**src/rtl/multi_stage_synchronizer.sv**
```systemverilog
// Brings a bus of independent control/status bits into the clk domain through a
// configurable flop chain, then applies a per-bit stability filter and edge detect.
module multi_stage_synchronizer #(
  parameter int               WIDTH       = 1,
  parameter int               STAGES      = 2,
  parameter int               FILTER_LEN  = 1,
  parameter logic [WIDTH-1:0] RESET_VALUE = {WIDTH{1'b0}}
) (
  input  logic             clk,
  input  logic             rst_n,
  input  logic [WIDTH-1:0] in,
  output logic [WIDTH-1:0] out,
  output logic [WIDTH-1:0] rise,
  output logic [WIDTH-1:0] fall,
  output logic             changed
);

  localparam int CNT_W = (FILTER_LEN > 1) ? $clog2(FILTER_LEN) : 1;

  if (STAGES < 2) begin : g_stages_chk
    $error("multi_stage_synchronizer: STAGES must be at least 2");
  end
  if (FILTER_LEN < 1) begin : g_filter_chk
    $error("multi_stage_synchronizer: FILTER_LEN must be at least 1");
  end
  if (WIDTH < 1) begin : g_width_chk
    $error("multi_stage_synchronizer: WIDTH must be at least 1");
  end

  (* ASYNC_REG = "TRUE" *) logic [WIDTH-1:0] sync_r [STAGES];

  logic [WIDTH-1:0] sync_last_s;
  logic [CNT_W-1:0] cnt_r     [WIDTH];
  logic [CNT_W-1:0] cnt_nxt_s [WIDTH];
  logic [WIDTH-1:0] out_r;
  logic [WIDTH-1:0] out_nxt_s;
  logic [WIDTH-1:0] rise_r;
  logic [WIDTH-1:0] fall_r;
  logic [WIDTH-1:0] rise_nxt_s;
  logic [WIDTH-1:0] fall_nxt_s;
  logic             changed_r;

  assign sync_last_s = sync_r[STAGES-1];

  // Synchronizer chain: pure flop-to-flop, nothing between stages.
  always_ff @(posedge clk) begin
    if (!rst_n) begin
      for (int k = 0; k < STAGES; k++) begin
        sync_r[k] <= RESET_VALUE;
      end
    end else begin
      sync_r[0] <= in;
      for (int k = 1; k < STAGES; k++) begin
        sync_r[k] <= sync_r[k-1];
      end
    end
  end

  // Filter: out follows the synchronized bit only after FILTER_LEN consecutive differing cycles.
  always_comb begin
    out_nxt_s = out_r;
    for (int i = 0; i < WIDTH; i++) begin
      cnt_nxt_s[i] = CNT_W'(0);
      if (sync_last_s[i] == out_r[i]) begin
        cnt_nxt_s[i] = CNT_W'(0);
      end else if (cnt_r[i] == CNT_W'(FILTER_LEN - 1)) begin
        out_nxt_s[i] = sync_last_s[i];
        cnt_nxt_s[i] = CNT_W'(0);
      end else begin
        cnt_nxt_s[i] = cnt_r[i] + CNT_W'(1);
      end
    end
  end

  assign rise_nxt_s = out_nxt_s & ~out_r;
  assign fall_nxt_s = ~out_nxt_s & out_r;

  // Filter state plus edge pulses, all registered at the edge that updates out.
  always_ff @(posedge clk) begin
    if (!rst_n) begin
      out_r     <= RESET_VALUE;
      rise_r    <= {WIDTH{1'b0}};
      fall_r    <= {WIDTH{1'b0}};
      changed_r <= 1'b0;
      for (int i = 0; i < WIDTH; i++) begin
        cnt_r[i] <= CNT_W'(0);
      end
    end else begin
      out_r     <= out_nxt_s;
      rise_r    <= rise_nxt_s;
      fall_r    <= fall_nxt_s;
      changed_r <= |(rise_nxt_s | fall_nxt_s);
      for (int i = 0; i < WIDTH; i++) begin
        cnt_r[i] <= cnt_nxt_s[i];
      end
    end
  end

  assign out     = out_r;
  assign rise    = rise_r;
  assign fall    = fall_r;
  assign changed = changed_r;

endmodule

```
**config.mk**
```make
export PLATFORM = sky130hd
export DESIGN_NAME = multi_stage_synchronizer
export DESIGN_NICKNAME = d
export VERILOG_FILES = /design/src/rtl/multi_stage_synchronizer.sv
export SDC_FILE = /design/constraint.sdc
export NUM_CORES = 1
export LEC_CHECK = 0
export ABC_AREA = 1
export CAP_MARGIN = 25
export CORE_AREA = 5 5 42 44
export CTS_CLUSTER_DIAMETER = 200
export DETAILED_ROUTE_END_ITERATION = 10
export DIE_AREA = 0 0 47 49
export PLACE_DENSITY = 0.37
export SYNTH_ARGS = -nofsm -noshare
export SYNTH_HDL_FRONTEND = slang
export SYNTH_SLANG_ARGS = --single-unit
```
**constraint.sdc**
```tcl
create_clock -name clk -period 0.85 [get_ports clk]
set_input_delay 0.17 -clock clk [delete_from_list [all_inputs] [get_ports clk]]
set_output_delay 0.17 -clock clk [all_outputs]
set_load 0.005 [all_outputs]
```
# Word-level counts from Yosys, hierarchy flattened
# Memories as Yosys holds them, arrays and structs flattened.
# Cells that the tools add are included.
# classes
n_addsub	1
n_eq_ne	1
mux	10
n_bitwise	7
n_reduce_logical	1
# ops
operator	n
two-way mux 1 bit	10
OR 1 bit	3
bitwise AND 1 bit	2
NOT 1 bit	2
adder 1 bit (second input constant)	1
equality test 1 bit	1
OR reduction 1 bit	1
# word_totals
regBits	4
mem_bits_rw	3
wordCells	26
n_memories	2
# memory_table
name	depth	word_bits	rd	rd_ports_with_merged_regs	write_ports	line	rtl
sync_r	2	1	2	0	2	30	(* ASYNC_REG = "TRUE" *) logic [WIDTH-1:0] sync_r [STAGES];
cnt_r	1	1	1	0	1	33	logic [CNT_W-1:0] cnt_r [WIDTH];

# Logic depth before layout (Yosys ltp)
# Gate-level depths: netlist of run 1.
# depth
depth_word	5
ltp_mapped	4
depth_no_buf	4

# Worst setup path after synthesis of run 1
# No wires, ideal clock.
# synth_timing
path_type	register to register
start	register out_r, in the netlist out
end	register changed_r, in the netlist changed
setup_time_ps	64
arrival_ps	770
required_time_ps	786
slack_ps	16
stages_incl_launch_ff	4
cell_sequence	dfxtp_1 inv_1 ha_1 nor2_1
# synth_between
elab_chain_len	5
# synth_lines
element	line	rtl
start: declaration	35	logic [WIDTH-1:0] out_r;
start signal: assignment	89	out_r <= out_nxt_s;
two-way mux 1 bit or equality test 1 bit (tied branches)	66, 64	
two-way mux 1 bit	64	if (sync_last_s[i] == out_r[i]) begin
NOT 1 bit	76	assign fall_nxt_s = ~out_nxt_s & out_r;
bitwise AND 1 bit	76	
OR 1 bit (*)	92	changed_r <= |(rise_nxt_s | fall_nxt_s);
end signal: assignment	92	
end: declaration	41	logic changed_r;
# Every way passes the cells marked *; elsewhere a longest branch is shown, timed or not.
# A chain may end at the register's enable or synchronous reset.

# Worst setup path in the final report of run 1
# layout_timing
start	register out_r, in the netlist out
end	output port out
# layout_rtl
element	line	rtl
end: declaration	12	output logic [WIDTH-1:0] out,
# No word-level cell between the ends.

==> results by group, run 1 <==
Drt
  – DRC violations left: 0
  – Detailed Route WL: roughly 420 um
  – Wire length per cell: ~8.5 um
  – Vias per inst: 3.22
  – TritonRoute pass-1 iters: 2
  – Vias: 158
  – DR iter-0 viols: 2
  – DRT antenna net count: 0

STA
  – Fmax: 1.18 GHz
  – Final Cycle Share: 0.999
  – Final setup margin: 0.000626 ns
  – Final hold vios: 0
  – Slew Limit Fails: 0
  – Least-Margin Pin Slew: 0.228 ns
  – RSZ-0062 raised after global routing: true
  – Max-slew headroom: 0.848
  – Setup TNS Final: 0 ns
  – Setup Skew: 0.00126 ns
  – Min cycle time layout: 0.849 ns
  – Final setup fails: 0
  – Hold WS: 0.423 ns

Critical path
  – CP bufs+invs: 1
  – Critical setup path kind: reg -> out
  – Worst r2r path cells: 4
  – Critical path depth: 1
  – Crit-path max FO: 2
  – Crit. End Element: output pin
  – R2r setup slk: 0.01 ns
  – Reg2reg end: changed
  – CP max-delay cell: dfxtp_2
  – WP data arrival: 0.68 ns
  – Worst path cell trace: buf_2
  – Reg2reg start: out
  – Max incr delay on CP: 0.32 ns
  – Worst path required time: 0.68 ns
  – Critical path launch point: out
  – Crit-path leading delay family: flip-flops
  – Worst setup SP type: flip-flop
  – Setup crit end: out

Global route
  – Pin count of the biggest net entering global routing: 7
  – Vias in the first global route: 170
  – Tot GR Track Use: 0.0501
  – Antenna violations before repair: 0
  – GR Overflow Total: 0
  – First-pass GRT wire length: 676 um

Logic synthesis
  – Yosys cell types: 5
  – Top cells by area, synth: dfxtp_1 (57%), ha_1 (18%), inv_1 (13%)
  – Total of warnings raised by yosys: 0
  – Largest family of logic cells by synthesized area: adder cells
  – Mapped cell area: roughly 210 sq um
  – Seq/Total Area, Yosys: 0.571
  – Mux contribution to synthesized area: 0
  – Synth area leader: dfxtp_1
  – Yosys top cell area share: 0.571
  – Post-synthesis compound-gate area fraction: 0
  – Synth Instances: 23
  – Adder-cell share of the synthesized area: 0.179
  – Avg Synthesized Cell Area: ~9.1 sq um
  – Post-synthesis simple-gate area fraction: 0.125
  – Synth Area in XOR/XNOR: 0
  – Synthesized net count: 29
  – Number of synthesized register bits: 6

Status
  – Status: completed

Clock network
  – Clk root buf: clkbuf_4
  – Clock transition at the registers of the reported paths: 0.05 ns
  – Clock sinks: 6
  – Post-CTS Setup Bufs: 0
  – Htree depth: 1
  – Max clock buf depth: 2
  – CTS tree: built
  – Latest clock arrival within the worst-skew pair: between 0.2 and 0.25 ns
  – Total CTS buffers: 3

Power and ir drop
  – Internal power: ~0.48 mW
  – Clock power share: 0.440
  – Max VDD drop: 762 uV
  – Switching pwr: 0.133 mW
  – Sw Ratio: 0.217
  – Leak Pwr: between 0.15 and 0.2 nW
  – Gate power share: 0.071
  – P per Cell Area: 1830 mW/mm^2
  – Share of power burned in registers: 0.489

Floorplanning
  – Starting Density: 0.150
  – Die X: ~47 um
  – Core area: between 0.001 and 0.0015 sq mm
  – Chip Height: around 49 um
  – I/O pin total: 7
  – Cell Rows: 14
  – Die ar.: about 0.0023 sq mm

Finish
  – Area Overhead vs Synth: 58.9%
  – Fillcell total: approximately 170
  – Commonest non-fill, non-tap cell in the layout: inv_1
  – Final nets: approximately 40
  – Final core utilization: 0.238
  – ANT cells: 0
  – Final Instance Count excl. Fillers: 49
  – Commonest cells after routing, fill and taps aside: inv_1 (6), nand2_1 (5)
  – Share of cells above drive strength 1: 0.455

Placed design
  – GP Congestion: 0.643
  – Placed cells: 46
  – Place WS: -0.141 ns
  – I/O Buffers: 6

Run
  – Max Cap Viol: 0

Worst hold path
  – Hold WC Path Type: reg -> reg
routing by layer:
layer,up-vias,GRT usage,wire length [um]
li1,83,-,-
met2,9,0.0656,181
met1,66,0.0354,169
met4,0,0.0415,0
met3,0,0.0627,65
met5,-,0,0
worst min-delay path by stage:
| stage | startpoint | cells after the start | to |
|---|---|---|---|
| after floorplan | rst_n | 2 | sync_r[0][0] |
| after global placement | sync_r[0][0] | 2 | sync_r[0][1] |
| after detailed placement | sync_r[0][0] | 2 | sync_r[0][1] |
| after CTS | sync_r[0][0] | 2 | sync_r[0][1] |
| after global routing | in | 3 | sync_r[0][0] |
| final | sync_r[0][0] | 2 | sync_r[0][1] |
registers in the layout, indices dropped and copies added (netlist names):
signal   cells
out          1
rise         1
sync_r       2
fall         1
changed      1
Yosys cell counts (all sizes together):
| cell type | count |
|---|---|
| inv | 7 |
| nand2 | 6 |
| nor2 | 1 |
| dfxtp | 6 |
| ha | 3 |
kinds of logic after synthesis:
| kind of cell | count (synthesis) |
|---|---|
| fa+ha+maj | 3 |
| buf+inv | 7 |
| flops | 6 |
| simple gates | 7 |
cell type report:
class                           instances  area, sq um  share of cell area
Clock buffer                            3         22.5              0.0674
Tap cell                               16         20.0              0.0599
Timing Repair Buffer                    7         57.6               0.172
Sequential cell                         6          124               0.371
Multi-Input combinational cell         10         81.3               0.243
Inverter                                7         28.8              0.0861
power groups by stage:
stage	Clock, mW	Combinational, mW	Sequential [mW]
after CTS	0.281	0.0370	0.298
after detailed placement	0	0.0391	0.301
final	0.269	0.0433	0.299
after global routing	0.309	0.0482	0.300
after floorplan	0	0.0105	0.302
after global placement	0	0.0390	0.301
metrics by stage:
step	total power, mW	instance area (sq um)
6_report	0.612	334
4_1_cts	0.616	318
2_1_floorplan	0.313	210
5_1_grt	0.657	334
3_3_place_gp	0.340	298
3_5_place_dp	0.341	298
timing repair:
action | in CTS | in global routing
hold buffers | 0 | 0
gates resized for setup | 20 | 6
endpoints found under the setup margin | 7 | 8
pin swaps | 2 | 2
endpoints found under the hold margin | 0 | 0
Note: power is estimated with default switching activity, not from simulation.
==> inputs of run 2 (changes only) <==
--- a/config.mk
+++ b/config.mk
@@ -7,11 +7,14 @@
 export LEC_CHECK = 0
 export ABC_AREA = 1
 export CAP_MARGIN = 25
+export CELL_PAD_IN_SITES_DETAIL_PLACEMENT = 0
+export CELL_PAD_IN_SITES_GLOBAL_PLACEMENT = 1
 export CORE_AREA = 5 5 42 44
 export CTS_CLUSTER_DIAMETER = 200
 export DETAILED_ROUTE_END_ITERATION = 10
 export DIE_AREA = 0 0 47 49
-export PLACE_DENSITY = 0.37
+export PLACE_DENSITY = 0.46
+export SKIP_LAST_GASP = 1
 export SYNTH_ARGS = -nofsm -noshare
 export SYNTH_HDL_FRONTEND = slang
 export SYNTH_SLANG_ARGS = --single-unit
==> results by group, run 2 (same netlist as run 1, synthesis figures left out) <==
STA
  – Setup Skew: 0.000260 ns (was 0.00126 ns)
  – Final setup fails: 1 (was 0)
  – Setup TNS Final: -0.00214 ns (was 0 ns)
  – Fmax: 1.17 GHz (was 1.18 GHz)
  – Final hold vios: 0 (unchanged)
  – Min cycle time layout: 0.852 ns (was 0.849 ns)
  – RSZ-0062 raised after global routing: true (unchanged)
  – Final setup margin: -0.00214 ns (was 0.000626 ns)
  – Max-slew headroom: 0.850 (was 0.848)
  – Least-Margin Pin Slew: 0.225 ns (was 0.228 ns)
  – Final Cycle Share: 1.00 (was 0.999)
  – Slew Limit Fails: 0 (unchanged)

Drt
  – TritonRoute pass-1 iters: 1 (was 2)
  – Vias: 157 (was 158)
  – DRC violations left: 0 (unchanged)
  – DRT antenna net count: 0 (unchanged)
  – Wire length per cell: 7.43 um (was 8.49 um)
  – Vias per inst: 3.20 (was 3.22)
  – DR iter-0 viols: 0 (was 2)
  – Detailed Route WL: 364 um (was 416 um)

Status
  – Status: finished, violations left (was completed)
  – Violated checks: setup timing

Global route
  – GR Overflow Total: 0 (unchanged)
  – First-pass GRT wire length: 593 um (was 676 um)
  – Tot GR Track Use: 0.0402 (was 0.0501)
  – Vias in the first global route: 158 (was 170)
  – Pin count of the biggest net entering global routing: 7 (unchanged)
  – Antenna violations before repair: 0 (unchanged)

Worst hold path
  – Hold WC Path Type: reg -> reg (unchanged)

Finish
  – Fillcell total: 164 (was 166)
  – Commonest cells after routing, fill and taps aside: inv_1 (6), nand2_1 (5) (unchanged)
  – Post-route cell area: 338 sq um (was 334 sq um)
  – Share of cells above drive strength 1: 0.424 (was 0.455)
  – Final nets: 41 (unchanged)
  – Register with the most flip-flops: sync_r (unchanged)
  – ANT cells: 0 (unchanged)
  – Commonest non-fill, non-tap cell in the layout: inv_1 (unchanged)
  – Max reg flops: 2 (unchanged)
  – Area Overhead vs Synth: 60.7% (was 58.9%)

Placed design
  – Area post-placement: 298 sq um (unchanged)
  – Place WS: -0.134 ns (was -0.141 ns)
  – GP Congestion: 0.613 (was 0.643)
  – I/O Buffers: 6 (unchanged)
  – DPL Wire Length: 287 um

Power and ir drop
  – P per Cell Area: 1760 mW/mm^2 (was 1830 mW/mm^2)
  – Max VDD drop: 531 uV (was 762 uV)
  – Leak Pwr: 0.187 nW (was 0.185 nW)

Critical path
  – Critical setup path kind: reg -> reg (was reg -> out)
  – Crit-path max FO: 3 (was 2)
  – Crit. End Element: flip-flop (was output pin)
  – Worst path required time: 0.98 ns (was 0.68 ns)
  – WP data arrival: 0.98 ns (was 0.68 ns)
  – Worst setup SP type: flip-flop (unchanged)

Clock network
  – Cts hold-fix bufs: 0 (unchanged)
  – Clock transition at the registers of the reported paths: 0.04 ns (was 0.05 ns)
  – Htree depth: 1 (unchanged)
  – Max clock buf depth: 2 (unchanged)
  – Clock sinks: 6 (unchanged)
  – Post-CTS Setup Bufs: 0 (unchanged)
  – Latest clock arrival within the worst-skew pair: 0.24 ns (about the same)
  – Total CTS buffers: 3 (unchanged)
  – CTS tree: built (unchanged)
  – Clk root buf: clkbuf_4 (unchanged)

Run
  – Max Cap Viol: 0 (unchanged)

Floorplanning
  – Die ar.: 0.00230 sq mm (unchanged)
  – Core area: 0.00140 sq mm (unchanged)
  – Die X: 47 um (unchanged)
  – I/O pin total: 7 (unchanged)
  – Starting Density: 0.150 (unchanged)
  – Chip Height: 49 um (unchanged)
  – Cell Rows: 14 (unchanged)
run 2: final cells by class:
type / instances / area, sq um / share of cell area
sequential: 6 / 124 / 0.367
timing repair buffer: 7 / 63.8 / 0.189
clock buffer: 3 / 22.5 / 0.0667
multi-input combinational: 10 / 78.8 / 0.233
tap: 16 / 20.0 / 0.0593
inverter: 7 / 28.8 / 0.0852
run 2: final timing paths:
path | start | slack, ns | cells past startpoint | endpoint
hold reg to reg | sync_r[0][0] | 0.41 | 2 | sync_r[0][1]
setup reg to reg | out | -0.002 | 4 | changed
hold / removal | sync_r[0][0] | 0.41 | 2 | sync_r[0][1]
setup / recovery | out | -0.002 | 4 | changed
run 2: critical path: stages (launching register included):
cell and delay, ns:
dfxtp_2 0.33, buf_6 0.11, inv_4 0.03, ha_4 0.24, nor2_1 0.03
run 2: where the power goes:
part	switching, mW	internal (mW)	leakage [nW]
registers	0.00516	0.293	0.0504
logic	0.0171	0.0245	0.123
clock network	0.0965	0.159	0.0138
total	0.119	0.477	0.187
run 2: repair_timing:
action                     4_1_cts  5_1_grt
gates cloned                     0        0
gates resized for setup         20        6
setup endpoints to repair        7        7
pin swaps                        2        0
run 2: stage by stage:
stage          hold slack, ns  utilization  instances  power, mW
5_1_grt                 0.437        0.241         49      0.633
4_1_cts                 0.422        0.227         49      0.608
3_3_place_gp            0.409        0.213         46      0.340
2_1_floorplan           0.263            -         23      0.313
6_report                0.410        0.241         49      0.596
3_5_place_dp            0.406        0.213         46      0.341
run 2: per-layer routing:
layer	GRT usage	share of wire	vias up
met1	0.0353	0.42	65
met2	0.0520	0.44	7
met4	0.0415	0.016	0
li1	-	-	83
met5	0	0	-
met3	0.0332	0.13	2
